<file path="src/rtl/pc_fetch_ctrl.sv">
// pc_fetch_ctrl: owns the architectural PC, sequences single-outstanding
// instruction fetches over a req/ack handshake and hands each fetched word,
// tagged with its PC, to decode over a valid/ready handshake. Redirects from
// the target adder / branch unit override everything except HALT. A
// misaligned redirect parks the block in HALT until reset.
module pc_fetch_ctrl #(
  parameter logic [31:0] RESET_PC = 32'h0100_0000
) (
  input  logic        clk,
  input  logic        rst,
  input  logic        redirect_valid,
  input  logic [31:0] redirect_target,
  input  logic        stall,
  output logic        imem_req,
  output logic [31:0] imem_addr,
  input  logic        imem_ack,
  input  logic [31:0] imem_rdata,
  output logic        inst_valid,
  output logic [31:0] inst_data,
  output logic [31:0] inst_pc,
  input  logic        inst_ready,
  output logic [31:0] pc_plus4,
  output logic        misalign_err
);

  localparam logic [1:0] IDLE    = 2'd0;
  localparam logic [1:0] FETCH   = 2'd1;
  localparam logic [1:0] DELIVER = 2'd2;
  localparam logic [1:0] HALT    = 2'd3;

  logic [1:0]  state;
  logic [31:0] pc;

  // Instruction addresses must be word aligned; anything else is fatal.
  function automatic logic is_aligned(input logic [31:0] addr);
    return (addr[1:0] == 2'b00);
  endfunction

  // Request and address come straight from state/pc so the address is
  // guaranteed stable for as long as the request is held.
  assign imem_req  = (state == FETCH);
  assign imem_addr = pc;
  // Link value; 32-bit modulo wrap is intended (0xFFFF_FFFC -> 0).
  assign pc_plus4  = pc + 32'd4;

  // Fetch sequencer: redirect has priority, then the per-state handshakes.
  always_ff @(posedge clk or posedge rst) begin
    if (rst) begin
      state        <= IDLE;
      pc           <= RESET_PC;
      inst_valid   <= 1'b0;
      inst_data    <= 32'd0;
      inst_pc      <= 32'd0;
      misalign_err <= 1'b0;
    end else if (redirect_valid && (state != HALT)) begin
      // Any delivered-but-unaccepted word and any concurrent ack belong to
      // the old path, so both are discarded.
      inst_valid <= 1'b0;
      if (is_aligned(redirect_target)) begin
        pc    <= redirect_target;
        state <= stall ? IDLE : FETCH;
      end else begin
        misalign_err <= 1'b1;
        state        <= HALT;
      end
    end else begin
      case (state)
        IDLE: begin
          if (!stall) state <= FETCH;
        end
        FETCH: begin
          // stall is deliberately not sampled here: a launched request
          // must complete before anything else happens.
          if (imem_ack) begin
            inst_data  <= imem_rdata;
            inst_pc    <= pc;
            inst_valid <= 1'b1;
            pc         <= pc_plus4;
            state      <= DELIVER;
          end
        end
        DELIVER: begin
          if (inst_ready) begin
            inst_valid <= 1'b0;
            state      <= stall ? IDLE : FETCH;
          end
        end
        HALT: begin
          inst_valid <= 1'b0;
        end
        default: begin
          state <= IDLE;
        end
      endcase
    end
  end

endmodule

</file>
<file path="config.mk">
export PLATFORM = sky130hd
export DESIGN_NAME = pc_fetch_ctrl
export DESIGN_NICKNAME = d
export VERILOG_FILES = /design/src/rtl/pc_fetch_ctrl.sv
export SDC_FILE = /design/constraint.sdc
export NUM_CORES = 1
export LEC_CHECK = 0
export BUFFER_PORTS_ARGS = -buffer_cell sky130_fd_sc_hd__clkbuf_2
export CORE_MARGIN = 4
export CORE_UTILIZATION = 52
export DETAILED_ROUTE_END_ITERATION = 16
export PLACE_DENSITY = 0.85
export REMOVE_ABC_BUFFERS = 1
export SLEW_MARGIN = 10
export SYNTH_ARGS = -nofsm -noshare
export SYNTH_HDL_FRONTEND = slang
export SYNTH_SLANG_ARGS = --single-unit
</file>
<file path="constraint.sdc">
create_clock -name clk -period 7.7 [get_ports clk]
set_input_delay 2.31 -clock clk [delete_from_list [all_inputs] [get_ports clk]]
set_output_delay 2.31 -clock clk [all_outputs]
set_load 0.02 [all_outputs]
</file>
==> metrics.csv, run 1 <==
stage,metric,value,unit
timing,final hold vios,0,
flow_run,max_cap viols,0,
power_and_ir_drop,Flop pwr share,48.7,%
die,Die H,105,um
power_and_ir_drop,internal power,877,uW
critical_path,worst-path fanout max,11,
yosys,leading area contributor after synthesis,dfrtp_1,
yosys,"Seq/Total Area, Yosys",50.7,%
power_and_ir_drop,worst vdd ir,0.248,mV
clock_tree,Worst-path clk slew,0.10,ns
die,Cell Rows,35,
routing,total wire length,13600,um
global_route,total track usage,24.3,%
timing,Rel. slew slack,25.2,%
critical_path,WP data arrival,2.72,ns
global_route,initial antenna violation count,0,
placed_design,area post-placement,5930,um2
die,Ports,201,
yosys,register bit total from synthesis,100,
power_and_ir_drop,Clock Power Share,22.1,%
yosys,Yosys top cell area share,50.2,%
power_and_ir_drop,Comb pwr share,29.2,%
yosys,Cells after Synth,573,
yosys,synthesis warning total,0,
finish,area of the multi-input gates,2230,um2
timing,Max Clk Rate,199,MHz
critical_path,Startpoint Class,flip-flop,
routing,initial DRC count,397,
timing,RSZ-0062 raised after global routing,false,
finish,share of layout cells above drive strength 1,31.5,%
clock_tree,post_cts resized,0,
finish,n_diodes,0,
routing,WL/cell,15.6,um
clock_tree,clk buf depth,2,
critical_path,Required @ worst endpoint,5.39,ns
power_and_ir_drop,pwr dens,230,nW/um2
die,initial core utilization,53.4,%
timing,# setup viols final,0,
clock_tree,cts hold-fix bufs,0,
yosys,Post-Syn Area,4930,um2
timing,fin crit share,65.4,%
yosys,largest cells by area after synthesis,"dfrtp_1 (50%), nand2_1 (17%), xnor2_1 (4.1%)",
placed_design,IO Port Bufs,200,
finish,"most common cell after layout, fill and taps aside",nand2_1,
routing,drt via density,5.46,
min_path,WHS Path Cells,2,
finish,nets,810,
global_route,largest net degree at the start of global routing,75,
die,die footprint,11100,um2
yosys,ys flop type,dfrtp_1,
clock_tree,TritonCTS clock tree,yes,
clock_tree,clock sink count,100,
critical_path,worst r2r path cells,5,
power_and_ir_drop,P_sw,529,uW
routing,"antenna viol nets, final",0,
die,Die W,105,um
routing,residual DRC count,0,
finish,fin area,6110,um2
yosys,synthesized area per cell,8.61,um2
routing,via count,4765,
critical_path,crit path kind,reg -> out,
power_and_ir_drop,leakage,3.31,nW
min_path,Hold Crit Class,reg -> reg,
yosys,Post-synth EDFFs,0,
clock_tree,CTS H-tree lvls,3,
yosys,Async SR Flop Fraction,100,%
critical_path,crit path capture type,output port,
placed_design,GPL Wtd Cong,0.786,
die,Core Region,9240,um2
timing,Worst-Margin Slew,1.12,ns
global_route,vias in the first global route,4500,
timing,Layout Skew,0.0176,ns
finish,area delta synth->final,23.9,%
yosys,Yosys cell types,54,
routing,iteration count of the initial detailed-routing pass,5,
status,status,finished clean,
clock_tree,clk_lat worst skew,0.36,ns
clock_tree,Root Driver,clkbuf_8,
finish,layout filler cell count,777,
power_and_ir_drop,Sw Share,37.6,%
timing,Fin Hold WS,0.482,ns
global_route,GRT overflow,0,
global_route,first-pass GRT wire length,22300,um
finish,Register Area,2500,um2
timing,fin crit period,5.03,ns
clock_tree,Setup Buffers After CTS,0,
placed_design,HPWL Detailed,9830,um
clock_tree,TritonCTS Buffers,9,
timing,setup TNS,0,ns
timing,Slew Limit Fails,0,
finish,most frequent cells in the layout,"nand2_1 (217), clkbuf_2 (200), dfrtp_1 (99)",
## synthesized netlist by cell type, drive strengths merged (3+ instances only)
cell / instances
o311ai: 6
o21ai: 16
nand4: 11
a21boi: 3
nor2b: 3
and2: 5
buf: 28
nand2: 218
a2bb2oi: 6
dfrtp: 99
nor2: 16
and4: 3
nand3: 29
xnor2: 23
o22ai: 10
and3: 8
a22oi: 7
nor3: 4
inv: 4
xor2: 5
nor4: 4
o2bb2a: 3
clkbuf: 19
a21oi: 23
## worst paths after layout
check                           endpoint  slack [ns]     startpoint
setup / recovery            pc_plus4[19]        2.67   imem_addr[4]
hold / removal             inst_data[22]        0.48  inst_data[22]
setup reg to reg           imem_addr[17]        4.67       state[0]
hold reg to reg            inst_data[22]        0.48  inst_data[22]
max in group asynchronous    inst_pc[26]        4.56            rst
min in group asynchronous  inst_data[28]        1.96            rst
## layout make-up
cell class                      count  area share, %
Clock buffer                       12           2.37
Clock inverter                      4          0.553
Inverter                            4          0.287
Multi-Input combinational cell    422           36.6
Sequential cell                   100           41.0
Tap cell                          129           2.64
Timing Repair Buffer              202           16.6
## critical path, cell delays in order (launching register included)
cell      delay, ns
dfrtp_1        0.51
and4_1         0.31
nor3b_2        0.72
nand4_1        0.36
xnor2_1        0.26
clkbuf_2       0.20
## power groups by stage
| stage | Clock, mW | Sequential (mW) | Combinational, mW |
|---|---|---|---|
| final | 0.310 | 0.685 | 0.411 |
| after global routing | 0.345 | 0.697 | 0.446 |
| after CTS | 0.321 | 0.684 | 0.416 |
| after detailed placement | 0 | 0.694 | 0.414 |
| after global placement | 0 | 0.690 | 0.405 |
| after floorplan | 0 | 0.779 | 0.157 |
## through the flow
step | util (%) | std cells | worst slack (ns) | total power, mW
2_1_floorplan | - | 526 | 1.68 | 0.935
3_3_place_gp | 64.1 | 857 | 2.80 | 1.09
5_1_grt | 66.1 | 873 | 2.51 | 1.49
4_1_cts | 66.1 | 873 | 2.66 | 1.42
3_5_place_dp | 64.1 | 857 | 2.67 | 1.11
6_report | 66.1 | 873 | 2.67 | 1.41
## sequential cells by signal (all words and copies together), names as in the netlist
name	flops
inst_data	32
imem_addr	32
misalign_err	1
inst_valid	1
state	2
inst_pc	32
## kinds of logic after synthesis
family                     synth area share [%]
adders and majority gates                 0.254
DFF                                        50.7
buffers and inverters                      4.62
AOI/OAI and AO/OA                          11.6
muxes                                     0.203
xor gates and xnor gates                   4.97
and+or+nand+nor                            27.6
## per-layer routing
metal  GRT usage, %  wire, um  vias to the layer above
met5              0         0                        -
met4           8.43       310                        0
met3           5.63      1060                       34
met2           38.8      6250                      234
met1           32.7      6000                     2253
li1               -         -                     2244
Note: power is estimated with default switching activity, not from simulation.
==> inputs of run 2 (changes only) <==
- CORE_UTILIZATION: 52 -> 49
- PLACE_DENSITY: 0.85 -> 0.81
- clock period: 7.7 -> 5.1 ns (I/O delays scaled with it)
==> run 2 against run 1 <==
Design area increased by 1.1%; clock skew decreased by 0.0076 ns; highest routed layer unchanged; die area increased by 5.6%; via count decreased by 1.8%; largest cell class unchanged; critical endpoint is now pc_plus4[28].
==> metrics.csv, run 2 (synthesis gave the netlist of run 1 again) <==
stage,metric,value,unit
status,status,finished clean,
power_and_ir_drop,pwr dens,353,nW/um2
finish,layout filler cell count,831,
critical_path,worst-path fanout max,7,
critical_path,crit path kind,reg -> out,
routing,drt via density,5.30,
die,die footprint,11700,um2
global_route,GRT overflow,0,
timing,Max Clk Rate,248,MHz
timing,Worst-Margin Slew,1.15,ns
routing,"antenna viol nets, final",0,
critical_path,worst r2r path cells,5,
timing,# setup viols final,0,
timing,Slew Limit Fails,0,
clock_tree,clk_lat worst skew,0.37,ns
global_route,vias in the first global route,4521,
finish,nets,815,
clock_tree,Setup Buffers After CTS,0,
global_route,first-pass GRT wire length,22500,um
routing,residual DRC count,0,
clock_tree,Worst-path clk slew,0.10,ns
die,Ports,201,
critical_path,reg-to-reg endpoint,imem_addr[18],
critical_path,WP data arrival,2.51,ns
min_path,WHS Path Cells,1,
clock_tree,Root Driver,clkbuf_8,
clock_tree,TritonCTS clock tree,yes,
min_path,Hold EP,misalign_err,
finish,"most common cell after layout, fill and taps aside",nand2_1,
routing,via count,4677,
min_path,Hold Crit Class,reg -> reg,
global_route,total track usage,24.2,%
routing,initial DRC count,401,
die,Die H,108,um
placed_design,HPWL Detailed,10100,um
critical_path,reg2reg start,state[0],
power_and_ir_drop,worst vdd ir,0.283,mV
global_route,initial antenna violation count,0,
clock_tree,TritonCTS Buffers,9,
timing,fin crit share,79.2,%
routing,total wire length,14000,um
critical_path,flop-to-flop setup slack,2.79,ns
finish,area delta synth->final,25.2,%
placed_design,IO Port Bufs,200,
min_path,hold wc startpoint,misalign_err,
clock_tree,post_cts resized,0,
global_route,largest net degree at the start of global routing,84,
clock_tree,CTS H-tree lvls,3,
die,Core Region,9770,um2
finish,most frequent cells in the layout,"nand2_1 (217), clkbuf_2 (200), dfrtp_1 (99)",
critical_path,Startpoint Class,flip-flop,
timing,fin crit period,4.04,ns
finish,share of layout cells above drive strength 1,32.2,%
die,initial core utilization,50.5,%
clock_tree,clock sink count,100,
routing,iteration count of the initial detailed-routing pass,5,
critical_path,crit path capture type,output port,
power_and_ir_drop,Final Total Pwr,2.18,mW
clock_tree,cts hold-fix bufs,0,
timing,setup TNS,0,ns
timing,final hold vios,0,
finish,Final Util,63.2,%
placed_design,GPL Wtd Cong,0.766,
finish,n_diodes,0,
power_and_ir_drop,leakage,3.35,nW
die,Cell Rows,36,
die,Die W,108,um
timing,Rel. slew slack,23.5,%
critical_path,Required @ worst endpoint,3.57,ns
routing,WL/cell,15.9,um
clock_tree,clk buf depth,2,
timing,Layout Skew,0.00996,ns
flow_run,max_cap viols,0,
timing,RSZ-0062 raised after global routing,false,
run 2: cell count changes in the layout (fill, tap and decap cells not counted), sizes merged:
| cell | before | now |
|---|---|---|
| buf | 2 | 7 |
| bufinv | 0 | 1 |
| clkbuf | 212 | 209 |
| clkinvlp | 1 | 2 |
| inv | 5 | 6 |
run 2: critical path, cell delays in order, from the launching register on:
cell	delay (ns)
dfrtp_1	0.44
ha_1	0.29
nand3_2	0.17
nor4_4	0.56
nand3_1	0.24
xnor2_1	0.24
clkbuf_2	0.20
run 2: metrics by stage:
step | hold WS [ns] | cells | cell area, um2 | setup WS, ns
finish | 0.468 | 882 | 6180 | 1.06
detailed placement | 0.447 | 866 | 5970 | 1.44
global route | 0.493 | 882 | 6180 | 0.869
CTS | 0.473 | 882 | 6180 | 1.02
floorplan | 0.565 | 526 | 4720 | -0.136
global placement | 0.443 | 866 | 5970 | 1.50
run 2: area by class of cell:
type	count	area [um2]	share of cell area, %
Multi-Input combinational cell	422	2230	36.1
Inverter	4	17.5	0.284
Sequential cell	100	2500	40.5
Timing Repair Buffer	207	1050	17.1
Clock inverter	7	85.1	1.38
Clock buffer	9	124	2.01
Tap cell	133	166	2.69
run 2: worst max path at each step:
stage / startpoint / endpoint / slack [ns] / depth (start not counted)
6_report: imem_addr[3] / pc_plus4[28] / 1.06 / 6
5_1_grt: imem_addr[3] / pc_plus4[28] / 0.87 / 6
4_1_cts: imem_addr[3] / pc_plus4[28] / 1.02 / 6
3_5_place_dp: imem_addr[3] / pc_plus4[28] / 1.44 / 6
3_3_place_gp: imem_addr[3] / pc_plus4[28] / 1.50 / 6
2_1_floorplan: redirect_valid / imem_addr[15] / -0.14 / 4
run 2: per-layer routing:
metal,vias to the layer above,share of wire [%],track usage [%]
met3,17,8.6,5.07
met4,0,1.6,8.21
li1,2245,-,-
met2,202,47,39.8
met1,2213,43,31.9
met5,-,0,0
run 2: where the power goes:
part,switching (mW),internal (mW)
Combinational,0.405,0.219
Sequential,0.117,0.911
Clock,0.293,0.235
